**config.mk**
```make
export PLATFORM = sky130hd
export DESIGN_NAME = canny_frame_ctrl
export DESIGN_NICKNAME = d
export VERILOG_FILES = /design/src/rtl/canny_ctrl_pkg.sv /design/src/rtl/canny_ctrl_cnt.sv /design/src/rtl/canny_frame_ctrl.sv
export SDC_FILE = /design/constraint.sdc
export NUM_CORES = 1
export LEC_CHECK = 0
export BUFFER_PORTS_ARGS = -buffer_cell sky130_fd_sc_hd__buf_4
export CAP_MARGIN = 0
export CORE_ASPECT_RATIO = 1.75
export CORE_MARGIN = 1.5
export CORE_UTILIZATION = 25
export DETAILED_ROUTE_END_ITERATION = 10
export GPL_TIMING_DRIVEN = 0
export SYNTH_ARGS = -nofsm -noshare
export SYNTH_HDL_FRONTEND = slang
export SYNTH_SLANG_ARGS = --single-unit
export TNS_END_PERCENT = 20
```
**constraint.sdc**
```tcl
create_clock -name clk -period 2.76 [get_ports clk]
set_input_delay 0.414 -clock clk [delete_from_list [all_inputs] [get_ports clk]]
set_output_delay 0.414 -clock clk [all_outputs]
set_load 0.01 [all_outputs]
```
**src/rtl/canny_ctrl_pkg.sv**
```systemverilog
// Shared types and helpers for the canny frame controller.
// Pure declarations; no timing or flow control of its own.
// Nothing here carries handshakes.
package canny_ctrl_pkg;

    typedef enum logic [1:0] {IDLE, RUN, FLUSH, DONE} ctrl_state_t;

    localparam logic [7:0] FLUSH_VAL_DEF = 8'd0;

    // Bits needed to count from 0 up to and including w*h.
    function automatic int cnt_w(input int w, input int h);
        return $clog2(w * h + 1);
    endfunction

endpackage

```
**src/rtl/canny_ctrl_cnt.sv**
```systemverilog
// Saturating up-counter with synchronous clear and enable.
// Latency: count visible the cycle after the enabling edge.
// No backpressure; holds at MAX instead of wrapping.
module canny_ctrl_cnt #(
    parameter int               WIDTH = 8,
    parameter logic [WIDTH-1:0] MAX   = '1
) (
    input  logic             clk,
    input  logic             rst_n,
    input  logic             clr,
    input  logic             en,
    output logic [WIDTH-1:0] cnt
);

    always_ff @(posedge clk) begin
        if (!rst_n) begin
            cnt <= '0;
        end else if (clr) begin
            cnt <= '0;
        end else if (en && (cnt != MAX)) begin
            cnt <= cnt + 1'b1;
        end
    end

endmodule

```
**src/rtl/canny_frame_ctrl.sv**
```systemverilog
// Frame sequencer around canny_top: admits W*H pixels, flushes line buffers, forwards W*H edges (CANNY_CTRL_STATS_EN adds edge_count).
// Latency: core drive and downstream edge outputs are each registered, 1 cycle.
// Backpressure: s_ready closes after W*H transfers; downstream has none, excess core outputs are dropped.
module canny_frame_ctrl
    import canny_ctrl_pkg::*;
#(
    parameter int         W         = 3124,
    parameter int         H         = 3030,
    parameter logic [7:0] FLUSH_VAL = FLUSH_VAL_DEF,
    parameter int         FLUSH_MAX = 6 * W + 64,
    parameter int         CW        = cnt_w(W, H)
) (
    input  logic          clk,
    input  logic          rst_n,
    input  logic          start,
    input  logic [7:0]    s_pixel,
    input  logic          s_valid,
    output logic          s_ready,
    output logic [7:0]    core_pixel,
    output logic          core_valid,
    input  logic [7:0]    core_edge,
    input  logic          core_out_valid,
    output logic [7:0]    m_edge,
    output logic          m_valid,
    output logic          m_last,
    output logic          busy,
    output logic          frame_done,
    output logic          err_flush,
    output logic [CW-1:0] edge_count
);

    localparam int            FW      = $clog2(FLUSH_MAX + 1);
    localparam logic [CW-1:0] NPIX    = CW'(W * H);
    localparam logic [CW-1:0] NPIX_M1 = CW'(W * H - 1);
    localparam logic [FW-1:0] FMAX    = FW'(FLUSH_MAX);
    localparam logic [FW-1:0] FMAX_M1 = FW'(FLUSH_MAX - 1);

    ctrl_state_t   state, state_nxt;
    logic [CW-1:0] in_cnt, out_cnt;
    logic [FW-1:0] flush_cnt;
    logic          xfer, acc, clr;
    logic          in_done, out_done, flush_inj, flush_to;

    assign s_ready   = (state == RUN) && (in_cnt < NPIX);
    assign xfer      = s_valid && s_ready;
    assign acc       = core_out_valid && (out_cnt < NPIX) && ((state == RUN) || (state == FLUSH));
    assign clr       = (state == IDLE) && start;

    // "Done" includes the transfer/acceptance happening this very cycle.
    assign in_done   = (in_cnt == NPIX) || (xfer && (in_cnt == NPIX_M1));
    assign out_done  = (out_cnt == NPIX) || (acc && (out_cnt == NPIX_M1));
    assign flush_inj = (state == FLUSH) && !out_done;
    assign flush_to  = flush_inj && (flush_cnt == FMAX_M1);

    assign busy       = (state != IDLE);
    assign frame_done = (state == DONE);

    always_comb begin
        state_nxt = state;
        case (state)
            IDLE:    if (start) state_nxt = RUN;
            RUN: begin
                if (in_done && out_done) state_nxt = DONE;
                else if (in_done)        state_nxt = FLUSH;
            end
            FLUSH:   if (out_done || flush_to) state_nxt = DONE;
            DONE:    state_nxt = IDLE;
            default: state_nxt = IDLE;
        endcase
    end

    always_ff @(posedge clk) begin
        if (!rst_n) begin
            state      <= IDLE;
            core_valid <= 1'b0;
            core_pixel <= 8'd0;
            m_valid    <= 1'b0;
            m_last     <= 1'b0;
            m_edge     <= 8'd0;
            err_flush  <= 1'b0;
        end else begin
            state      <= state_nxt;
            core_valid <= xfer || flush_inj;
            if (xfer)           core_pixel <= s_pixel;
            else if (flush_inj) core_pixel <= FLUSH_VAL;
            m_valid    <= acc;
            m_last     <= acc && (out_cnt == NPIX_M1);
            if (acc)            m_edge <= core_edge;
            if (clr)            err_flush <= 1'b0;
            else if (flush_to)  err_flush <= 1'b1;
        end
    end

    canny_ctrl_cnt #(.WIDTH(CW), .MAX(NPIX)) u_in_cnt (
        .clk(clk), .rst_n(rst_n), .clr(clr), .en(xfer), .cnt(in_cnt)
    );

    canny_ctrl_cnt #(.WIDTH(CW), .MAX(NPIX)) u_out_cnt (
        .clk(clk), .rst_n(rst_n), .clr(clr), .en(acc), .cnt(out_cnt)
    );

    canny_ctrl_cnt #(.WIDTH(FW), .MAX(FMAX)) u_flush_cnt (
        .clk(clk), .rst_n(rst_n), .clr(clr), .en(flush_inj), .cnt(flush_cnt)
    );

`ifdef CANNY_CTRL_STATS_EN
    // Counted at acceptance, so it is already frozen once DONE is entered.
    canny_ctrl_cnt #(.WIDTH(CW), .MAX(NPIX)) u_edge_cnt (
        .clk(clk), .rst_n(rst_n), .clr(clr), .en(acc && (core_edge != 8'd0)), .cnt(edge_count)
    );
`else
    assign edge_count = '0;
`endif

endmodule

```
# Word-level counts from Yosys, hierarchy flattened
# Cells that the tools add are included.
# word_totals
reg_bits	85
in_bits	21
output_inout_bits	47
# op_classes
add_sub_neg	3
order_cmp	2
eq_ne	14
muxes	7
bitwise_logic	1
n_reduce_logical	24
# op_table
operator	n
equality test 24 bit, second input constant	4
adder 24 x 1 -> 24 bit, second input constant	2
< comparator 24 bit, second input constant	2
inequality test 24 bit, second input constant	2
two-way mux 8 bit	2
adder 15 x 1 -> 15 bit, second input constant	1
equality test 15 bit, second input constant	1
inequality test 15 bit, second input constant	1
logical AND 1 bit	13
two-way mux 2 bit	4
one-hot mux 2 bit (4 select lines)	1
logical OR 1 bit	5
equality test 2 bit, second input constant	2
nonzero test 2 bit	2
inequality test 3 x 2 -> 1 bit, second input constant	1
AND reduction 3 bit	1
equality test 2 x 1 -> 1 bit, second input constant	1
zero test 2 bit	1
inequality test 2 x 1 -> 1 bit, second input constant	1
inequality test 2 bit, second input constant	1
OR reduction 2 bit	1
zero test 1 bit	1
inverter 1 bit	1

# Logic depth before layout (Yosys ltp)
# Gate-level depths: netlist of the first run.
# depth
ltp_word	11
ltp_mapped	9
ltp_nobuf	8

# Hierarchy
# A second synthesis of the first run with hierarchy kept.
# unflattened
hier_cells	531
hier_area_um2	4435.5
# by_module_without_submodules
module	instances	cells_each	area_per_inst_um2	seq_area_each_um2
canny_ctrl_cnt at u_in_cnt ...	2	131	1133.6	480.5
canny_frame_ctrl	1	183	1428.9	440.4
canny_ctrl_cnt at u_flush_cnt	1	86	739.5	300.3

# Least setup slack after synthesis of the first run
# No wires, ideal clock.
# synth_path
path_kind	reg-to-reg
start	register u_out_cnt.cnt[1]
end	register state[0]
arrival_ns	2.073
slack_ns	0.608
path_stages_with_launch	9
path_cell_list	dfxtp_1 > ha_1 > and2_1 > clkbuf_1 > nor4bb_1 > a21oi_2 > o21a_1 > o41a_1 > a211oi_2
# synth_between
elab_chain_cells	11
word_cells_on_any_way	17
cone_classes	order compare (1); eq/ne (4); mux (2); reduce/logical (10)
# synth_lines
element	line_no	rtl
start, declared	canny_ctrl_cnt.sv:12	output logic [WIDTH-1:0] cnt
start signal, assigned	canny_ctrl_cnt.sv:21	cnt <= cnt + 1'b1;
< comparator 24 bit	canny_frame_ctrl.sv:46	assign acc = core_out_valid && (out_cnt < NPIX) && ((state == RUN) || (state == FLUSH));
logical AND 1 bit (2 in series)	canny_frame_ctrl.sv:46	
logical AND 1 bit	canny_frame_ctrl.sv:51	assign out_done = (out_cnt == NPIX) || (acc && (out_cnt == NPIX_M1));
logical OR 1 bit (*)	canny_frame_ctrl.sv:51	
zero test 1 bit	canny_frame_ctrl.sv:52	assign flush_inj = (state == FLUSH) && !out_done;
logical AND 1 bit	canny_frame_ctrl.sv:52	
logical AND 1 bit	canny_frame_ctrl.sv:53	assign flush_to = flush_inj && (flush_cnt == FMAX_M1);
logical OR 1 bit	canny_frame_ctrl.sv:66	FLUSH: if (out_done || flush_to) state_nxt = DONE;
inequality test 2 x 1 -> 1 bit (no source line)	n/a	
AND reduction 3 bit (no source line)	n/a	
end signal, assigned	canny_frame_ctrl.sv:82	state <= state_nxt;
end, declared	canny_frame_ctrl.sv:38	ctrl_state_t state, state_nxt;
# Mark *: on every way between the ends. The rest lies on a longest branch, timed or not.
# A chain may end at the register's enable or synchronous reset.

# Worst setup path after layout of the first run
# layout_path
start	register u_in_cnt.cnt[16]
end	output port s_ready
# layout_between
elab_chain_cells	2
# layout_lines
element	line_no	rtl
start, declared	canny_ctrl_cnt.sv:12	
start signal, assigned	canny_ctrl_cnt.sv:21	
< comparator 24 bit	canny_frame_ctrl.sv:44	assign s_ready = (state == RUN) && (in_cnt < NPIX);
logical AND 1 bit	canny_frame_ctrl.sv:44	
end, declared	canny_frame_ctrl.sv:18	output logic s_ready,
# Every way passes these cells.

==> summary.txt, run 1 <==
Min path
  • Min-delay src: core_edge[1]
  • Cell count of the worst hold path: 3
  • Tightest Hold Check Type: input pin to register
  • Hold-critical path endpoint: m_edge[1]

Yosys
  • Mapped cell area: 4390 µm²
  • Synth top area share: 0.387
  • Synthesis Warnings: 0
  • Top_reg_cell synth: dfxtp_1
  • Cell type contributing the most total cell area after synthesis: dfxtp_1
  • Synth top area cells: dfxtp_1 (39%), nand2_1 (5.1%), buf_4 (4.3%)
  • Asr flop ratio synth: 0
  • Post-synthesis register bit count: 85
  • Synthesized area per cell: 8.30 µm²
  • Sequential share of the synthesized area: 0.387
  • Cell count after synthesis: 529
  • Count of different cell masters after synthesis: 56
  • Post-synth EDFFs: 0

CTS
  • Worst skew pair latency: 0.34 ns
  • Clock root cell: clkbuf_16
  • CTS tree: built
  • Cts hold-fix bufs: 0
  • Clock buffer depth: 2
  • Clk sinks: 85
  • Post-CTS setup buffers: 0
  • Clock Pin Slew Worst Setup and Hold Paths: 0.06 ns
  • # resized after CTS: 2
  • H-tree levels: 3
  • Num CTS Buffers: 9

Worst setup path
  • Worst r2r src: u_out_cnt.cnt[1]
  • Critical Path RT: 2.35 ns
  • Worst-path maximum fanout: 10
  • CP startpoint kind: register
  • Critical path type: register to primary output
  • Crit path capture type: primary output
  • R2R setup slack: 0.21 ns
  • Reg2reg path depth: 9
  • Worst r2r dst: u_flush_cnt.cnt[1]
  • Worst EP arrival: 2.27 ns

Placement
  • Placed Area: 5090 µm²
  • Dpl hpwl: 8.01 mm
  • Port Buffers: 43
  • GP Congestion: 0.777

Floorplan
  • Vert. Die Dim: 178 µm
  • Initial Utilization: 0.253
  • Core Rows: 64
  • CORE AREA: 17400 µm²
  • Chip width: 103 µm
  • Die ar.: 18400 µm²
  • I/O Pins: 68

Global routing
  • Via count of the first global-routing pass: 3717
  • Gr ovfl total: 0
  • Total GRT Usage: 0.121
  • Pin count of the biggest net entering global routing: 14
  • First-pass GRT wire length: 17.8 mm
  • Initial antenna violation count: 0

Route
  • Remaining DRCs: 0
  • Routed met3 length: 381 µm
  • DRT iter0 DRCs: 160
  • DR vias: 3863
  • DRT antenna net count: 0
  • Highest routed layer: met4
  • Routed len/inst: 12.7 µm
  • Drt first pass iters: 4
  • Wire length on met1: 4.35 mm
  • WL final: 10.7 mm
  • DR WL met2: 5.82 mm
  • Drt via density: 4.59

STA
  • Setup_tns: 0 ns
  • RSZ-0062 raised after global routing: false
  • Tmin final: 2.68 ns
  • Slew margin rel.: 0.532
  • Slew @ Worst Pin: 0.702 ns
  • Final Hold Viols: 0
  • Tcrit/Tclk final: 0.971
  • Final Skew: 0.00752 ns
  • Max-slew violations: 0
  • FMAX: 373 MHz
  • Final setup fails: 0

Flow run
  • Max-Cap Viols: 0

Pwr
  • Peak supply drop: 0.343 mV
  • Static Leak: 1.97 nW
  • Post-layout power: 0.00361 W
  • Power density cells: 665 nW/µm²

Final layout
  • Layout cells sized above 1: 0.185
  • Nets: 638
  • Design Area, Final: 5440 µm²
  • Ant diodes: 0
  • Area grow syn2layout: 23.8%

Run status
  • Outcome: finished clean
-- metal layers --
layer,GRT usage,vias to the layer above
li1,-,1979
met1,0.129,1792
met2,0.237,80
met3,0.0161,12
met4,0.0417,0
met5,0,-
-- Yosys cell counts, drive strengths merged, types with 2 or more instances --
| cell type | count |
|---|---|
| a21oi | 37 |
| a31oi | 2 |
| a41oi | 2 |
| and2 | 4 |
| and3 | 9 |
| and4 | 5 |
| buf | 33 |
| clkbuf | 14 |
| dfxtp | 85 |
| ha | 11 |
| inv | 18 |
| nand2 | 60 |
| nand3 | 35 |
| nand4 | 19 |
| nand4b | 3 |
| nor2 | 50 |
| nor3 | 15 |
| nor4 | 4 |
| nor4bb | 2 |
| o211ai | 2 |
| o21a | 2 |
| o21ai | 23 |
| o22ai | 8 |
| o31a | 3 |
| o31ai | 6 |
| or2 | 2 |
| or3 | 19 |
| or4 | 8 |
| xnor2 | 12 |
| xor2 | 21 |
-- cell families after synthesis --
| family | share of synthesized area |
|---|---|
| buf+inv | 0.0846 |
| other cells | 0.000854 |
| xor+xnor | 0.0658 |
| simple gates | 0.300 |
| flops | 0.387 |
| compound gates | 0.127 |
| fa+ha+maj | 0.0313 |
| mux | 0.00228 |
-- layout by cell type, fill, tap and decap left out, drive strengths merged, types with 3 or more instances in the layout --
cell	synthesis	final
xnor2	12	12
nor4	4	4
nand4	19	19
nand4b	3	3
or3	19	19
clkbuf	14	26
buf	33	76
nor2	50	50
a21oi	37	37
xor2	21	21
and4	5	5
nand2	60	60
nor3	15	15
dfxtp	85	85
o21ai	23	23
o31ai	6	6
conb	1	24
inv	18	18
or4	8	8
ha	11	11
and2	4	4
nand3	35	35
o22ai	8	8
and3	9	9
o31a	3	3
-- worst max-delay path: stages (launching register included) --
cell	delay [ns]
dfxtp_1	0.35
or4_4	0.57
o31a_1	0.31
a211o_4	0.32
inv_2	0.09
buf_6	0.15
buf_4	0.13
-- power by group --
group	internal (W)	switching, W
registers	0.00130	0.0000474
logic	0.000363	0.000576
clock network	0.000840	0.000487
total	0.00250	0.00111
-- area by class of cell --
type	instances	area [µm²]
repair buffers	43	323
clock inverters	4	70.1
clock buffers	12	256
inverters	18	67.6
multi-input cells	402	2420
flip-flops and latches	85	1700
plain buffers	47	308
well taps	231	289
fillers	1843	11900
-- state kept, by name, summed over array words and instances (netlist names) --
name             flops
m_last               1
u_out_cnt.cnt       24
m_valid              1
u_in_cnt.cnt        24
u_flush_cnt.cnt     15
core_pixel           8
err_flush            1
state                2
core_valid           1
m_edge               8
-- how the worst max path moves through the flow --
stage,start,to,slack [ns],depth (start not counted)
floorplan,u_out_cnt.cnt[1],state[0],0.61,8
global placement,u_out_cnt.cnt[1],u_flush_cnt.cnt[4],0.17,9
detailed placement,u_out_cnt.cnt[1],u_flush_cnt.cnt[4],0.15,9
CTS,u_in_cnt.cnt[16],s_ready,0.03,6
global route,u_in_cnt.cnt[16],s_ready,0.02,6
finish,u_in_cnt.cnt[16],s_ready,0.08,6
-- through the flow --
step           utilization  std cells  setup slack [ns]  hold slack [ns]
6_report             0.313        842            0.0793            0.334
5_1_grt              0.313        842            0.0212            0.335
4_1_cts              0.313        842            0.0292            0.327
3_5_place_dp         0.293        826             0.155            0.448
3_3_place_gp         0.293        826             0.172            0.444
2_1_floorplan            -        552             0.608            0.433
Power figures use the tool's default switching activity.
==> run 2, diff against run 1 <==
Settings changed: SYNTH_HIERARCHICAL set to 1.
==> run 2 against run 1 <==
Against the previous run: routed wire length up 8.9%; synthesized cell count up 0.38%; largest power group unchanged; the run now ends with setup timing left; register-to-register slack worse by 0.26 ns.
==> summary.txt, run 2 <==
Run status
  • Outcome: complete, but fails checks
  • Failing checks: setup timing

Global routing
  • Met1 usage: 0.117
  • Pin count of the biggest net entering global routing: 19
  • Initial antenna violation count: 0
  • Gr ovfl total: 0
  • Via count of the first global-routing pass: 3832
  • Met3 usage: 0.0254
  • Met2 Track Usage GR: 0.245
  • Total GRT Usage: 0.124
  • First-pass GRT wire length: 18.3 mm
  • Most Crowded Layer GR: met2

STA
  • Slew margin rel.: 0.550
  • Setup_tns: -0.176 ns
  • Final Skew: 0.00750 ns
  • Slew @ Worst Pin: 0.669 ns
  • Tmin final: 2.81 ns
  • FMAX: 355 MHz
  • RSZ-0062 raised after global routing: true
  • Setup ws final: -0.0530 ns
  • Final setup fails: 9
  • Tcrit/Tclk final: 1.02
  • Max-slew violations: 0
  • Final Hold Viols: 0

Worst setup path
  • Worst r2r src: u_out_cnt/cnt[18]
  • Critical path type: register to register
  • CP max stage delay: 0.56 ns
  • Reg2reg path depth: 11
  • Worst EP arrival: 3.03 ns
  • Crit path capture type: register
  • CP cell instances: or4_4 > nor4_4 > and3_4 > o31a_1 > o21a_1 > buf_6 > nand4_1 > buf_6 > nor4_2 > xnor2_1 > nor2_1
  • R2R setup slack: -0.05 ns
  • Worst r2r dst: u_flush_cnt/cnt[11]
  • Crit-path most repeated cell: buf_6
  • CP max stage cell: or4_4
  • Critical Path RT: 2.98 ns
  • Worst-path maximum fanout: 5
  • CP startpoint kind: register

Yosys
  • Count of different cell masters after synthesis: 53
  • Synthesized area per cell: 8.35 µm²
  • Asr flop ratio synth: 0
  • Most common cell in the netlist: dfxtp_1
  • Sequential share of the synthesized area: 0.384
  • Cell count after synthesis: 531
  • Synthesis Warnings: 6
  • Cell type contributing the most total cell area after synthesis: dfxtp_1
  • Post-synthesis register bit count: 85
  • Synth top area share: 0.384
  • Top cells by count, synth: dfxtp_1 (85), nor2_1 (64), nand2_1 (51)
  • Mapped cell area: 4440 µm²
  • Top_reg_cell synth: dfxtp_1
  • Synth top area cells: dfxtp_1 (38%), nor2_1 (5.4%), xor2_1 (5.1%)
  • Post-synth EDFFs: 0

Route
  • WL final: 11.7 mm
  • DR vias: 4068
  • DRT antenna net count: 0
  • Routed len/inst: 13.5 µm
  • DRT iter0 DRCs: 204
  • Drt via density: 4.70
  • Drt first pass iters: 4
  • Remaining DRCs: 0

Floorplan
  • CORE AREA: 17500 µm²
  • Vert. Die Dim: 179 µm
  • Die ar.: 18600 µm²
  • Initial Utilization: 0.254
  • Chip width: 104 µm
  • I/O Pins: 68
  • Core Rows: 64

CTS
  • Clock Pin Slew Worst Setup and Hold Paths: 0.06 ns
  • Num CTS Buffers: 9
  • H-tree levels: 3
  • CTS tree: built
  • Clock buffer depth: 2
  • Clk sinks: 85
  • Worst skew pair latency: 0.35 ns
  • Clock root cell: clkbuf_16

Final layout
  • Most common cell after layout, fill and taps aside: buf_4
  • Ant diodes: 0
  • Commonest cells after routing, fill and taps aside: buf_4 (86), dfxtp_1 (82), nor2_1 (62)
  • Layout cells sized above 1: 0.235
  • Multi-input combinational cell area: 2630 µm²
  • Nets: 661
  • Largest regs: u_in_cnt/cnt (24), u_out_cnt/cnt (24), u_flush_cnt/cnt (15)
  • Area grow syn2layout: 31.2%
  • Flip-flop and latch area: 1710 µm²
  • Fill cells: 1847

Min path
  • Cell count of the worst hold path: 3
  • Hold-critical path endpoint: m_edge[4]
  • Tightest Hold Check Type: input pin to register
  • Min-delay src: core_edge[4]

Placement
  • Port Buffers: 43
  • GP Congestion: 0.850
  • Dpl hpwl: 8.39 mm

Pwr
  • Power density cells: 631 nW/µm²
  • Post-layout power: 0.00367 W
  • Static Leak: 2.10 nW
  • Peak supply drop: 0.348 mV

Flow run
  • Max-Cap Viols: 0
run 2: cell types whose count changed in the layout (fill, tap and decap cells not counted), moves of 5 or more:
| cell | before | now |
|---|---|---|
| a21oi_1 | 36 | 28 |
| buf_4 | 67 | 86 |
| clkbuf_1 | 15 | 9 |
| nand2_1 | 60 | 50 |
| nand3_1 | 35 | 26 |
| nand3b_1 | 1 | 9 |
| nand4_1 | 17 | 34 |
| nor2_1 | 50 | 62 |
| nor4_1 | 3 | 12 |
| o21ai_0 | 22 | 12 |
| o22ai_1 | 8 | 0 |
| or3_1 | 19 | 4 |
| xnor2_1 | 12 | 19 |
| xor2_1 | 21 | 26 |
run 2: critical path: cells and delay by family, from the launching register on:
family / cells / cell delay [ns]
AOI/OAI and AO/OA: 2 / 0.36
and+or+nand+nor: 6 / 1.52
buffers and inverters: 2 / 0.32
DFF: 1 / 0.34
xor gates and xnor gates: 1 / 0.16
run 2: per-layer routing:
layer  up-vias  wire, µm
met5         -         0
met4         0       452
met3        35       462
met2       104      6380
met1      1901      4370
li1       2028         -
run 2: kinds of logic (layout without fill, tap and decap cells):
logic type,Yosys count,count (layout),synth area share
simple gates,263,263,0.318
xor+xnor,45,45,0.0889
other cells,1,24,0.000845
fa+ha+maj,11,11,0.0310
compound gates,67,67,0.102
flops,85,85,0.384
buf+inv,59,139,0.0756
run 2: stage by stage:
step                area, µm²  worst slack [ns]  hold slack [ns]  cells  utilization
floorplan                4570           -0.0274            0.457    554            -
global placement         5180            -0.682            0.445    828        0.297
detailed placement       5180            -0.739            0.447    828        0.297
CTS                      5680           0.00333            0.304    853        0.325
global route             5820            -0.143            0.303    865        0.333
finish                   5820           -0.0530            0.311    865        0.333
run 2: area by class of cell:
cell class | instances | area share
Timing Repair Buffer | 66 | 0.0892
Clock buffer | 11 | 0.0417
Tap cell | 231 | 0.0497
Inverter | 22 | 0.0176
Buffer | 35 | 0.0419
Sequential cell | 85 | 0.293
Multi-Input combinational cell | 410 | 0.452
Clock inverter | 5 | 0.0144
run 2: what timing repair did:
action / CTS / global route
endpoints found under the setup margin: 53 / 32
setup buffers: 10 / 12
pin swaps: 12 / 11
hold buffers: 0 / 0
cloned: 1 / 0
resized for setup: 23 / 12
run 2: how the worst max path moves through the flow:
stage,end,cells after the start,from
2_1_floorplan,u_in_cnt/cnt[10],12,u_in_cnt/cnt[18]
3_3_place_gp,u_flush_cnt/cnt[12],10,u_out_cnt/cnt[19]
3_5_place_dp,u_flush_cnt/cnt[8],10,u_out_cnt/cnt[19]
4_1_cts,u_flush_cnt/cnt[8],11,u_out_cnt/cnt[18]
5_1_grt,u_flush_cnt/cnt[11],11,u_out_cnt/cnt[18]
6_report,u_flush_cnt/cnt[11],11,u_out_cnt/cnt[18]
run 2: power by group:
part           internal (W)  total (W)  leakage, nW  switching, W
Clock              0.000819    0.00132        0.152      0.000499
Combinational      0.000438    0.00100         1.26      0.000566
Sequential          0.00130    0.00135        0.688     0.0000517
Total               0.00256    0.00367         2.10       0.00112
==> run 3, diff against run 2 <==
Settings changed: CORE_UTILIZATION 25 to 30, PLACE_DENSITY set to 0.55.
==> run 3 against run 2 <==
Against the previous run: the run now ends clean; routed wire length down 0.83%; register-to-register slack gained 0.07 ns; clock skew is 0.0051 ns higher; highest routed layer unchanged; non-clock buffer count fell by 8; combinational power fell by 4%; core utilization is 5.7 points higher; clock-buffer cell count fell by 2; critical endpoint is now u_out_cnt/cnt[22]; hold slack improved by 0.0037 ns; final area down 3.2%; total power fell by 3.8%.
==> summary.txt, run 3 (synthesis gave the netlist of run 2 again) <==
Min path
  • Tightest Hold Check Type: input pin to register

CTS
  • Clock root cell: clkbuf_16
  • Worst skew pair latency: 0.34 ns
  • H-tree levels: 3
  • CTS tree: built
  • Clock buffer depth: 2
  • Clk sinks: 85
  • Cts hold-fix bufs: 0
  • Clock Pin Slew Worst Setup and Hold Paths: 0.07 ns
  • Num CTS Buffers: 9

Global routing
  • Via count of the first global-routing pass: 3874
  • Gr ovfl total: 0
  • First-pass GRT wire length: 18.8 mm
  • Initial antenna violation count: 0
  • Pin count of the biggest net entering global routing: 19
  • Total GRT Usage: 0.155

Floorplan
  • Die ar.: 15600 µm²
  • CORE AREA: 14400 µm²
  • Initial Utilization: 0.307
  • Vert. Die Dim: 164 µm
  • Core Rows: 58
  • Chip width: 94.9 µm
  • I/O Pins: 68

Route
  • DR vias: 4035
  • WL final: 11.6 mm
  • Routed len/inst: 14.4 µm
  • DRT iter0 DRCs: 202
  • Drt first pass iters: 4
  • Drt via density: 5.01
  • Remaining DRCs: 0
  • DRT antenna net count: 0

Worst setup path
  • Reg2reg path depth: 10
  • CP startpoint: u_out_cnt/cnt[19]
  • Worst r2r dst: u_out_cnt/cnt[22]
  • Critical Path RT: 2.96 ns
  • CP startpoint kind: register
  • Worst-path maximum fanout: 10
  • Crit path capture type: register
  • Worst EP arrival: 2.94 ns
  • Critical path type: register to register
  • Crit path to: u_out_cnt/cnt[22]
  • R2R setup slack: 0.02 ns
  • Worst r2r src: u_out_cnt/cnt[19]

Final layout
  • Layout cells sized above 1: 0.216
  • Nets: 653
  • Commonest cells after routing, fill and taps aside: dfxtp_1 (84), buf_4 (81), nor2_1 (62)
  • Most common cell after layout, fill and taps aside: dfxtp_1
  • Ant diodes: 0
  • Final core occ: 0.390
  • Largest regs: u_in_cnt/cnt (24), u_out_cnt/cnt (24), u_flush_cnt/cnt (15)
  • Layout Cells excl Fill: 805
  • Area grow syn2layout: 27.1%

STA
  • Slew @ Worst Pin: 0.645 ns
  • Final setup fails: 0
  • FMAX: 364 MHz
  • Final Hold Viols: 0
  • Hold slack final: 0.315 ns
  • Setup ws final: 0.0163 ns
  • RSZ-0062 raised after global routing: true
  • Slew margin rel.: 0.566
  • Max-slew violations: 0
  • Final Skew: 0.0126 ns
  • Tcrit/Tclk final: 0.994
  • Tmin final: 2.74 ns

Pwr
  • Post-layout power: 0.00354 W
  • Power density cells: 627 nW/µm²
  • Static Leak: 2.07 nW
  • Peak supply drop: 0.293 mV

Placement
  • GP Congestion: 0.875
  • Port Buffers: 43
  • Dpl hpwl: 8.59 mm
  • Dpl cells: 777
  • Pre-CTS setup slack: -0.661 ns

Flow run
  • Max-Cap Viols: 0

Run status
  • Outcome: finished clean
run 3: critical path: stages (launching register included):
cell and delay, ns:
dfxtp_2 0.34, or4_4 0.55, a311o_1 0.29, a21o_1 0.23, or2_4 0.27, clkinv_8 0.08
nand4_1 0.20, nor2_4 0.28, nand4_1 0.13, xor2_1 0.17, nor2_1 0.06
run 3: how the worst min path moves through the flow:
| stage | from | end | slack [ns] | cells after the start |
|---|---|---|---|---|
| 3_5_place_dp | m_edge[3] | m_edge[3] | 0.45 | 2 |
| 6_report | s_pixel[5] | core_pixel[5] | 0.32 | 3 |
| 2_1_floorplan | u_flush_cnt/cnt[14] | u_flush_cnt/cnt[14] | 0.46 | 2 |
| 4_1_cts | s_pixel[5] | core_pixel[5] | 0.31 | 3 |
| 3_3_place_gp | m_edge[0] | m_edge[0] | 0.45 | 2 |
| 5_1_grt | core_edge[6] | m_edge[6] | 0.31 | 3 |
run 3: layout make-up:
class	count	area (µm²)
fillers	1488	8810
multi-input cells	410	2620
flip-flops and latches	85	1700
repair buffers	58	439
plain buffers	35	244
clock buffers	9	225
well taps	180	225
inverters	22	108
clock inverters	6	68.8
run 3: what timing repair did:
action | in CTS | in global routing
buffers inserted | 9 | 5
setup endpoints to repair | 52 | 27
resized for setup | 19 | 9
cloned | 1 | 0
pin swaps | 12 | 9
run 3: stage by stage:
| step | area, µm² | TNS [ns] |
|---|---|---|
| 2_1_floorplan | 4570 | -0.127 |
| 3_3_place_gp | 5120 | -15.44 |
| 3_5_place_dp | 5120 | -17.25 |
| 4_1_cts | 5550 | 0 |
| 5_1_grt | 5640 | -0.726 |
| 6_report | 5640 | 0 |
run 3: power by group:
part / internal [W] / switching (W) / total (W) / leakage, nW
registers: 0.00130 / 0.0000547 / 0.00136 / 0.687
clock network: 0.000704 / 0.000511 / 0.00122 / 0.143
logic: 0.000410 / 0.000554 / 0.000964 / 1.24
run 3: metal layers:
metal	track usage	vias to the layer above	wire, µm	part of all wire
met5	0	-	0	0
met4	0.0733	0	261	0.023
met3	0.0255	18	324	0.028
met2	0.289	63	6610	0.57
met1	0.164	1934	4370	0.38
li1	-	2020	-	-
